<file path="config.mk">
export PLATFORM = sky130hd
export DESIGN_NAME = spi_master_ctrl
export DESIGN_NICKNAME = d
export VERILOG_FILES = /design/src/rtl/spi_pkg.sv /design/src/rtl/spi_clk_gen.sv /design/src/rtl/spi_master_ctrl.sv
export SDC_FILE = /design/constraint.sdc
export NUM_CORES = 1
export LEC_CHECK = 0
export CORE_ASPECT_RATIO = 0.6
export CORE_UTILIZATION = 30
export DETAILED_ROUTE_END_ITERATION = 8
export GPL_ROUTABILITY_DRIVEN = 1
export HOLD_SLACK_MARGIN = 0.08
export PLACE_DENSITY = 0.59
export SYNTH_ARGS = -nofsm -noshare
export SYNTH_HDL_FRONTEND = slang
export SYNTH_HIERARCHICAL = 1
export SYNTH_SLANG_ARGS = --single-unit
</file>
<file path="constraint.sdc">
create_clock -name internal_clk -period 2.3 [get_ports internal_clk]
set_input_delay 0.69 -clock internal_clk [delete_from_list [all_inputs] [get_ports internal_clk]]
set_output_delay 0.69 -clock internal_clk [all_outputs]
set_load 0.02 [all_outputs]
</file>
<file path="src/rtl/spi_pkg.sv">
// spi_pkg: shared constants for the SPI master (mode values, FSM state encoding, frame size).
package spi_pkg;
    localparam logic MODE_READ  = 1'b0;
    localparam logic MODE_WRITE = 1'b1;
    localparam int FRAME_BITS = 8;
    localparam logic [1:0] ST_IDLE  = 2'd0;
    localparam logic [1:0] ST_SETUP = 2'd1;
    localparam logic [1:0] ST_SHIFT = 2'd2;
    localparam logic [1:0] ST_HOLD  = 2'd3;
endpackage

</file>
<file path="src/rtl/spi_clk_gen.sv">
// spi_clk_gen: half-period phase counter; emits sclk plus rise/fall/sample ticks while running.
module spi_clk_gen #(
    parameter int CLK_DIV = 2
) (
    input  logic internal_clk,
    input  logic reset,
    input  logic clear,
    input  logic run,
    input  logic sclk_en,
    output logic sclk,
    output logic rise_tick,
    output logic fall_tick,
    output logic sample_tick
);
    localparam int PW = CLK_DIV > 1 ? $clog2(CLK_DIV) : 1;
    logic [PW-1:0] phase_q, phase_d;
    logic half_q, half_d, sclk_q, sclk_d, wrap;
    // SETUP counts as a low half, so the first wrap is a rising edge into bit 0
    always_comb begin
        wrap        = run && phase_q == PW'(CLK_DIV - 1);
        rise_tick   = wrap && half_q;
        fall_tick   = wrap && !half_q;
        sample_tick = rise_tick;
        phase_d     = (clear || wrap || !run) ? '0 : phase_q + PW'(1);
        half_d      = clear ? 1'b1 : wrap ? !half_q : half_q;
        sclk_d      = clear ? 1'b0 : rise_tick ? sclk_en : fall_tick ? 1'b0 : sclk_q;
    end
    always_ff @(posedge internal_clk) begin
        if (reset) begin
            phase_q <= '0;
            half_q  <= 1'b1;
            sclk_q  <= 1'b0;
        end else begin
            phase_q <= phase_d;
            half_q  <= half_d;
            sclk_q  <= sclk_d;
        end
    end
    assign sclk = sclk_q;
endmodule

</file>
<file path="src/rtl/spi_master_ctrl.sv">
// spi_master_ctrl: single-byte LSB-first SPI master with registered outputs.
// Define SPI_MASTER_LOOPBACK_EN to sample MOSI instead of MISO (rx_data mirrors tx_data).
module spi_master_ctrl
    import spi_pkg::*;
#(
    parameter int CLK_DIV = 2
) (
    input  logic       internal_clk,
    input  logic       reset,
    input  logic       start,
    input  logic       mode,
    input  logic [7:0] tx_data,
    output logic [7:0] rx_data,
    output logic       busy,
    output logic       done,
    output logic       sclk,
    output logic       enable,
    output logic       MODE,
    output logic       output_data,
    input  logic       input_data
);
    logic [1:0] state_q, state_d;
    logic [2:0] bit_q, bit_d;
    logic [7:0] tx_q, tx_d, rx_shift_q, rx_shift_d, rx_q, rx_d;
    logic busy_q, busy_d, done_q, done_d, enable_q, enable_d, mode_q, mode_d, out_q, out_d;
    logic clear, run, sclk_en, last_bit, rise_tick, fall_tick, sample_tick, miso;
`ifdef SPI_MASTER_LOOPBACK_EN
    logic unused_miso;
    assign unused_miso = input_data;
    assign miso = out_q;
`else
    assign miso = input_data;
`endif
    spi_clk_gen #(.CLK_DIV(CLK_DIV)) u_clk_gen (
        .internal_clk(internal_clk),
        .reset(reset),
        .clear(clear),
        .run(run),
        .sclk_en(sclk_en),
        .sclk(sclk),
        .rise_tick(rise_tick),
        .fall_tick(fall_tick),
        .sample_tick(sample_tick)
    );
    always_comb begin
        state_d    = state_q;
        bit_d      = bit_q;
        tx_d       = tx_q;
        rx_shift_d = rx_shift_q;
        rx_d       = rx_q;
        busy_d     = busy_q;
        done_d     = 1'b0;
        enable_d   = enable_q;
        mode_d     = mode_q;
        out_d      = out_q;
        clear      = 1'b0;
        run        = state_q != ST_IDLE;
        last_bit   = bit_q == 3'(FRAME_BITS - 1);
        sclk_en    = state_q == ST_SETUP || (state_q == ST_SHIFT && !last_bit);
        if (state_q == ST_IDLE && start) begin
            state_d  = ST_SETUP;
            tx_d     = tx_data;
            mode_d   = mode;
            out_d    = tx_data[0];
            busy_d   = 1'b1;
            enable_d = 1'b0;
            clear    = 1'b1;
        end
        if (state_q == ST_SETUP && rise_tick) state_d = ST_SHIFT;
        // end of a bit's low phase: capture MISO, then advance MOSI to the next bit
        if (state_q == ST_SHIFT && sample_tick) begin
            rx_shift_d[bit_q] = miso;
            bit_d   = last_bit ? 3'd0 : bit_q + 3'd1;
            out_d   = last_bit ? out_q : tx_q[bit_d];
            state_d = last_bit ? ST_HOLD : ST_SHIFT;
        end
        if (state_q == ST_HOLD && fall_tick) begin
            state_d  = ST_IDLE;
            enable_d = 1'b1;
            busy_d   = 1'b0;
            done_d   = 1'b1;
            rx_d     = rx_shift_q;
        end
    end
    always_ff @(posedge internal_clk) begin
        if (reset) begin
            state_q    <= ST_IDLE;
            bit_q      <= '0;
            tx_q       <= '0;
            rx_shift_q <= '0;
            rx_q       <= '0;
            busy_q     <= 1'b0;
            done_q     <= 1'b0;
            enable_q   <= 1'b1;
            mode_q     <= MODE_READ;
            out_q      <= 1'b0;
        end else begin
            state_q    <= state_d;
            bit_q      <= bit_d;
            tx_q       <= tx_d;
            rx_shift_q <= rx_shift_d;
            rx_q       <= rx_d;
            busy_q     <= busy_d;
            done_q     <= done_d;
            enable_q   <= enable_d;
            mode_q     <= mode_d;
            out_q      <= out_d;
        end
    end
    assign rx_data     = rx_q;
    assign busy        = busy_q;
    assign done        = done_q;
    assign enable      = enable_q;
    assign MODE        = mode_q;
    assign output_data = out_q;
endmodule
</file>
==> results of run 1 <==
==> final timing paths <==
| path | startpoint | end | slack, ps | cells past startpoint |
|---|---|---|---|---|
| worst max-delay path | rx_data[3]$_SDFFE_PP0P_ | rx_data[3] | 370 | 1 |
| worst min register to register | enable$_SDFFE_PP1P_ | enable$_SDFFE_PP1P_ | 450 | 2 |
| worst max register to register | bit_q[1]$_SDFFE_PP0P_ | output_data$_SDFFE_PP0P_ | 530 | 6 |
| worst min-delay path | enable$_SDFFE_PP1P_ | enable$_SDFFE_PP1P_ | 450 | 2 |
==> synth_stat cells (all sizes together), types with 2 or more instances <==
master / number / area [um^2]
nand3: 2 / 10.01
a21oi: 18 / 90.09
mux2i: 7 / 70.07
clkbuf: 3 / 12.51
dfxtp: 37 / 740.7
nor3b: 2 / 15.01
inv: 2 / 7.510
nor3: 4 / 20.02
nor2: 18 / 77.58
nor4b: 3 / 41.29
nand2: 29 / 108.9
buf: 8 / 53.80
mux4: 2 / 45.04
ha: 2 / 25.02
a22o: 8 / 70.07
o21ai: 3 / 15.01
==> area by class of cell <==
class                           count  area (um^2)  share of cell area
Clock inverter                      1        5.005            0.002528
Sequential cell                    37        740.7              0.3742
Tap cell                           63        78.83             0.03982
Clock buffer                        7        96.34             0.04867
Multi-Input combinational cell    112        708.2              0.3578
Inverter                            2        7.507            0.003793
Timing Repair Buffer               37        342.8              0.1732
==> registers in the layout (all words and copies together) (netlist names), 2 cells and up <==
register and count:
rx_data 8, bit_q 3, state_q 2, tx_q 8, rx_shift_q 8
==> per-stage QoR <==
| stage | hold slack [ps] | instances | util | setup slack (ps) |
|---|---|---|---|---|
| finish | 451.4 | 259 | 0.4184 | 367.4 |
| detailed placement | 437.7 | 251 | 0.3970 | 393.8 |
| global route | 481.1 | 259 | 0.4184 | 312.9 |
| CTS | 452.3 | 259 | 0.4184 | 355.8 |
| global placement | 442.9 | 251 | 0.3970 | 377.2 |
| floorplan | 433.1 | 162 | - | 488.3 |
==> metal layers <==
layer  part of all wire  GRT usage  up-vias  wire (um)
li1                   -          -      634          -
met1               0.59     0.2017      522       1791
met2               0.33     0.1533       31       1007
met3              0.069    0.05200        7        211
met4              0.016    0.05934        0         50
met5                  0          0        -          0
==> worst register-to-register path, cell delays in order, from the launching register on <==
cell      delay (ps)
dfxtp_1          410
ha_1             230
ha_1             220
nor2_4            90
mux4_2           490
nand3_1          120
a311oi_2          90
==> power breakdown <==
group	internal, W	switching [W]	total (W)
Combinational	0.0000586	0.0000574	0.000116
Sequential	0.000658	0.00000984	0.000668
Clock	0.000271	0.000223	0.000493
==> cells by family (layout without fill, tap and decap cells) <==
kind of cell	Yosys count	after routing	share of synthesized area
DFF	37	37	0.4864
buffers and inverters	13	47	0.04848
adders and majority gates	2	2	0.01643
AOI/OAI and AO/OA	35	35	0.1496
and+or+nand+nor	65	65	0.2161
muxes	10	10	0.08299
==> cells in the final DEF (no fill, tap or decap), types with 4 or more instances in the layout <==
cell type and instances:
a21oi_1 18, a22o_1 8, buf_4 11, clkbuf_8 7
clkdlybuf4s50_1 26, dfxtp_1 37, mux2i_1 7, nand2_1 29
nor2_1 16, nor3_1 4
==> metrics.txt, run 1 <==
DRC=0; Total GRT Usage=0.1312; routability cong.=roughly 0.8; 1st-pass router iterations=4; Rows=19; outcome=completed; largest net degree at the start of global routing=16; Die Area=roughly 5400 um^2; number of synthesized register bits=37; Resize count post-CTS=0; overall power=0.001278 W; CP top delay family=buffers and inverters; Placeable Area=around 4700 um^2; Initial Util=0.3219; via/cell ratio=around 4.6; TritonCTS clock tree=done; post-synthesis cell count=about 160; Warnings, synthesis=6; layout cells sized above 1=0.1378; Hold Path Class=flip-flop to flip-flop; H-tree levels=2; drt total wl=about 3100 um; die height=about 57 um; worst path cell trace=clkdlybuf4s50_1; Crit path largest cell delay=roughly 600 ps; area delta synth->final=29.99%; vias in the first global route=between 1000 and 1500; Synth Flop Type=dfxtp_1; post-DP HPWL=2255 um; worst skew pair latency=slightly below 300 ps; dpl cell area=1878 um^2; Overflow after GRT=0; Setup Skew=between 5 and 6 ps; share of synthesized registers carrying an async set or reset=0; Final ANT Viol Nets=0; Cell Area, Synth=around 1500 um^2; period utilization=0.8403; CTS Buf Count=5; Syn Nets=177; io pins=27; Clock Sinks=37; final setup violation count=0; IO buf count=26; shortest period the worst path allows=1933 ps; relative slew slack=0.7554; fin area=about 2000 um^2; sequential fraction of the synthesis area=0.4864; CP max stage cell=clkdlybuf4s50_1; Slew @ Worst Pin=366.5 ps; syn_area_per_cell=~9.4 um^2; CP required=between 1500 and 2000 ps; Initial DRC Count=33; ANT cells=0; Total Negative Setup Slacks=0 ps; type of the worst setup path=flip-flop to output port; via count=1194; Max clock buf depth=2; first-pass GRT wire length=about 5300 um; Arr. time, crit path=between 1000 and 1500 ps; root buf cell=clkbuf_8; Post-synth EDFFs=0; cts hold-fix bufs=0; Power Density=around 650 nW/um^2; f_max=a little over 500 MHz; MaxCap Viol Count=0; crit path max fanout=2; maximum vdd ir drop=between 200 and 300 uV; wire per inst=~12 um; Hold Vio Cnt, Final=0; Post-CTS Setup Inserts=0; Final #Nets=210; initial antenna violation count=0; CP Capture Type=output port; clk slew on worst S/H paths=around 70 ps; Leakage=~0.73 nW; Slew Limit Fails=0; Die X-Extent=between 90 and 100 um; fill count=486; Worst Path Buf+Inv=1; startpoint types=flip-flop; Synth cell types=37; RSZ-0062 raised after global routing=no
Power figures use the tool's default switching activity.
==> run 2: changes to the inputs <==
PLACE_DENSITY = 0.61   (was 0.59)
clock period = 1.6 ns   (was 2.3 ns; I/O delays follow)
==> metrics.txt, run 2 (synthesized netlist as in run 1, its figures left out) <==
outcome=completed; wire per inst=between 10 and 15 um; largest net degree at the start of global routing=16; Initial Util=0.3219; Max clock buf depth=2; maximum vdd ir drop=a little under 400 uV; io pins=27; WHS=448.8 ps; first-pass GRT wire length=5347 um; shortest period the worst path allows=1600 ps; initial antenna violation count=0; layout cells sized above 1=0.2476; Slew Limit Fails=0; Power Density=approximately 850 nW/um^2; TritonCTS clock tree=done; Hold Vio Cnt, Final=0; met3 wire len=around 150 um; DR WL met2=1140 um; Die X-Extent=93.98 um; routability cong.=0.7613; DRC=0; dpl cell area=approximately 2000 um^2; final setup violation count=0; overall power=approximately 0.0018 W; Total GRT Usage=0.1320; Overflow after GRT=0; CP required=about 1800 ps; Rows=19; Clock Sinks=37; area delta synth->final=38.37%; Die Area=~5400 um^2; post-DP HPWL=2377 um; metal1 wirelength=~2000 um; 1st-pass router iterations=4; multi-input logic area=approximately 770 um^2; cts hold-fix bufs=0; Final #Nets=between 200 and 250; vias in the first global route=~1100; top sig layer=met4; via count=approximately 1200; Initial DRC Count=31; Placeable Area=4731 um^2; clk slew on worst S/H paths=approximately 80 ps; FF/Latch Area=around 750 um^2; die height=57.19 um; period utilization=0.9997; Final ANT Viol Nets=0; worst reg2reg setup slack=0.4 ps; CTS Buf Count=5; leading cell type in the layout, fill and taps excluded=dfxtp_1; H-tree levels=2; MaxCap Viol Count=0; RSZ-0062 raised after global routing=yes; worst skew pair latency=approximately 290 ps; most frequent cells in the layout=dfxtp_1 (33), nand2_1 (29), buf_4 (19), a21oi_1 (18), nor2_1 (15); via/cell ratio=approximately 4.6; crit path max fanout=2; f_max=around 630 MHz; drt total wl=roughly 3300 um; type of the worst setup path=flip-flop to flip-flop; fill count=roughly 470; Arr. time, crit path=between 1500 and 2000 ps; Slew @ Worst Pin=~320 ps; ANT cells=0; startpoint types=flip-flop; Setup Skew=3.876 ps; relative slew slack=0.7882; Hold Path Class=flip-flop to flip-flop; IO buf count=26; fin area=around 2100 um^2; CP Capture Type=flip-flop; Leakage=roughly 0.83 nW; root buf cell=clkbuf_8
[run 2: cell types whose count changed in the layout (fill, tap and decap cells not counted), moves of 4 or more]
cell and change:
dfxtp_2 +4, clkdlybuf4s50_1 -14, dlygate4sd2_1 +14, buf_4 +8
dfxtp_1 -4
[run 2: per-layer routing]
layer | vias up | global-route usage
met5 | - | 0
met4 | 0 | 0.04615
met3 | 5 | 0.04400
met2 | 27 | 0.1616
met1 | 549 | 0.2068
li1 | 654 | -
[run 2: layout make-up]
type / instances / area share
Sequential cell: 37 / 0.3539
Timing Repair Buffer: 47 / 0.1977
Multi-Input combinational cell: 112 / 0.3664
Clock inverter: 3 / 0.008314
Tap cell: 63 / 0.03741
Clock buffer: 5 / 0.03266
Inverter: 2 / 0.003563
[run 2: timing repair]
action                                  4_1_cts  5_1_grt
pin swaps                                     2        4
endpoints found under the setup margin       16        7
resized for setup                            16        5
buffers inserted                              0        2
[run 2: path summary, 6_finish.rpt]
kind,startpoint,end,depth (start not counted)
min reg2reg,enable$_SDFFE_PP1P_,enable$_SDFFE_PP1P_,2
max,bit_q[1]$_SDFFE_PP0P_,output_data$_SDFFE_PP0P_,6
max reg2reg,bit_q[1]$_SDFFE_PP0P_,output_data$_SDFFE_PP0P_,6
min,enable$_SDFFE_PP1P_,enable$_SDFFE_PP1P_,2
[run 2: metrics by stage]
step,instances,utilization,setup slack [ps],setup TNS (ps)
detailed placement,259,0.4211,-36.16,-355.3
finish,269,0.4454,0.4137,0
global route,269,0.4454,-88.28,-216.4
CTS,267,0.4377,4.414,0
floorplan,162,-,-124.1,-220.4
global placement,259,0.4211,-17.94,-245.4
[run 2: power breakdown]
part           total (W)  switching [W]  internal, W
clock           0.000637       0.000336     0.000300
sequential      0.000960      0.0000138     0.000947
combinational   0.000188      0.0000920    0.0000964
[run 2: critical path, stage by stage (launching register included)]
cell and delay [ps]:
dfxtp_2 340, ha_4 160, ha_4 160, nor2_4 100, mux4_2 530, nand3_2 100, a311oi_2 80
==> run 3: changes to the inputs <==
CAP_MARGIN = 10   (was unset)
CORE_MARGIN = 2   (was unset)
==> metrics.txt, run 3 (synthesized netlist as in run 1, its figures left out) <==
Hold Path Class=flip-flop to flip-flop; via count=around 1200; CTS Buf Count=5; period utilization=0.9741; first-pass GRT wire length=between 5000 and 6000 um; Slew @ Worst Pin=roughly 320 ps; Leakage=roughly 0.84 nW; CP top delay family=multiplexers; 1st-pass router iterations=4; root buf cell=clkbuf_8; Rows=20; largest net degree at the start of global routing=14; Arr. time, crit path=roughly 1700 ps; Hold Crit Depth=2; CP Capture Type=flip-flop; Die Area=5680 um^2; most frequent cells in the layout=dfxtp_1 (33), nand2_1 (29), a21oi_1 (18), buf_4 (17); relative slew slack=0.7855; clk slew on worst S/H paths=around 70 ps; CP Depth=6; routability cong.=about 0.75; Hold Vio Cnt, Final=0; final setup violation count=0; Setup Skew=2.769 ps; type of the worst setup path=flip-flop to flip-flop; Core Util, Final=0.4299; ANT cells=0; Slew Limit Fails=0; cts hold-fix bufs=0; Initial Util=0.3058; Crit path largest cell delay=510 ps; wire per inst=11.99 um; post-DP HPWL=around 2300 um; vias in the first global route=1120; crit path max fanout=2; Final #Nets=218; worst path cell trace=ha_2, ha_4, nor2_4, mux4_2, nand3_2, a311oi_2; via/cell ratio=4.481; Finished Layout Cells=270; leading cell type in the layout, fill and taps excluded=dfxtp_1; Placeable Area=about 5000 um^2; met2 Use GR=0.1499; Max clock buf depth=2; initial antenna violation count=0; MaxCap Viol Count=0; RSZ-0062 raised after global routing=no; layout cells sized above 1=0.2451; H-tree levels=2; worst skew pair latency=~280 ps; TritonCTS clock tree=done; die height=a little under 60 um; Overflow after GRT=0; met1 Use GR=0.1983; Worst Path Buf+Inv=0; Initial DRC Count=39; drt total wl=around 3200 um; Reg2Reg Depth=6; Final ANT Viol Nets=0; Clock Sinks=37; shortest period the worst path allows=roughly 1600 ps; outcome=completed; startpoint types=flip-flop; IO buf count=26; maximum vdd ir drop=376.1 uV; Power Density=slightly above 900 nW/um^2; io pins=27; CP required=around 1800 ps; met3 GRT Util=0.04835; f_max=641.6 MHz; area delta synth->final=40.59%; dpl cells=between 200 and 300; Total GRT Usage=0.1268; GRT busiest layer=met1; DRC=0; CP max stage cell=mux4_2; Die X-Extent=between 90 and 100 um
## run 3: what timing repair did
item | in CTS | in global routing
resized for setup | 14 | 8
buffers inserted | 0 | 1
endpoints found under the setup margin | 14 | 8
pin swaps | 0 | 1
hold endpoints to repair | 0 | 0
## run 3: per-stage QoR
step | instance area [um^2] | power [W] | hold WS [ps] | setup WS (ps) | TNS, ps
floorplan | 1582 | 0.001079 | 433.1 | -124.1 | -220.4
finish | 2141 | 0.001975 | 449.5 | 41.43 | 0
CTS | 2100 | 0.002000 | 453.6 | 1.456 | 0
detailed placement | 2001 | 0.001171 | 442.9 | -64.12 | -297.8
global route | 2141 | 0.002055 | 473.1 | 2.392 | 0
global placement | 2001 | 0.001170 | 440.1 | -13.89 | -37.93
## run 3: area by class of cell
class                   count  area [um^2]
clock buffers               7        86.33
clock inverters             1        30.03
fillers                   492         2839
inverters                   2        7.507
multi-input cells         112        778.2
flip-flops and latches     37        745.7
well taps                  66        82.58
repair buffers             45        410.4
## run 3: final timing paths
check	slack, ps	startpoint	end
hold reg to reg	450	enable$_SDFFE_PP1P_	enable$_SDFFE_PP1P_
setup / recovery	40	bit_q[0]$_SDFFE_PP0P_	output_data$_SDFFE_PP0P_
hold / removal	450	enable$_SDFFE_PP1P_	enable$_SDFFE_PP1P_
setup reg to reg	40	bit_q[0]$_SDFFE_PP0P_	output_data$_SDFFE_PP0P_
## run 3: worst reg2reg max path, delay by kind of cell, from the launching register on
kind | cells | cell delay, ps
multiplexers | 1 | 510
adder cells (fa/ha/maj) | 2 | 360
flip-flops | 1 | 320
AND/OR/NAND/NOR | 2 | 160
AO/OA/AOI/OAI | 1 | 80
## run 3: where the power goes
| group | internal (W) | leakage, nW | switching (W) |
|---|---|---|---|
| combinational | 0.0000938 | 0.479 | 0.0000902 |
| clock | 0.000508 | 0.0585 | 0.000323 |
| sequential | 0.000947 | 0.302 | 0.0000134 |
## run 3: layer usage
layer	share of wire	vias to the layer above
li1	-	645
met1	0.61	536
met2	0.34	24
met3	0.047	5
met4	0.0080	0
met5	0	-
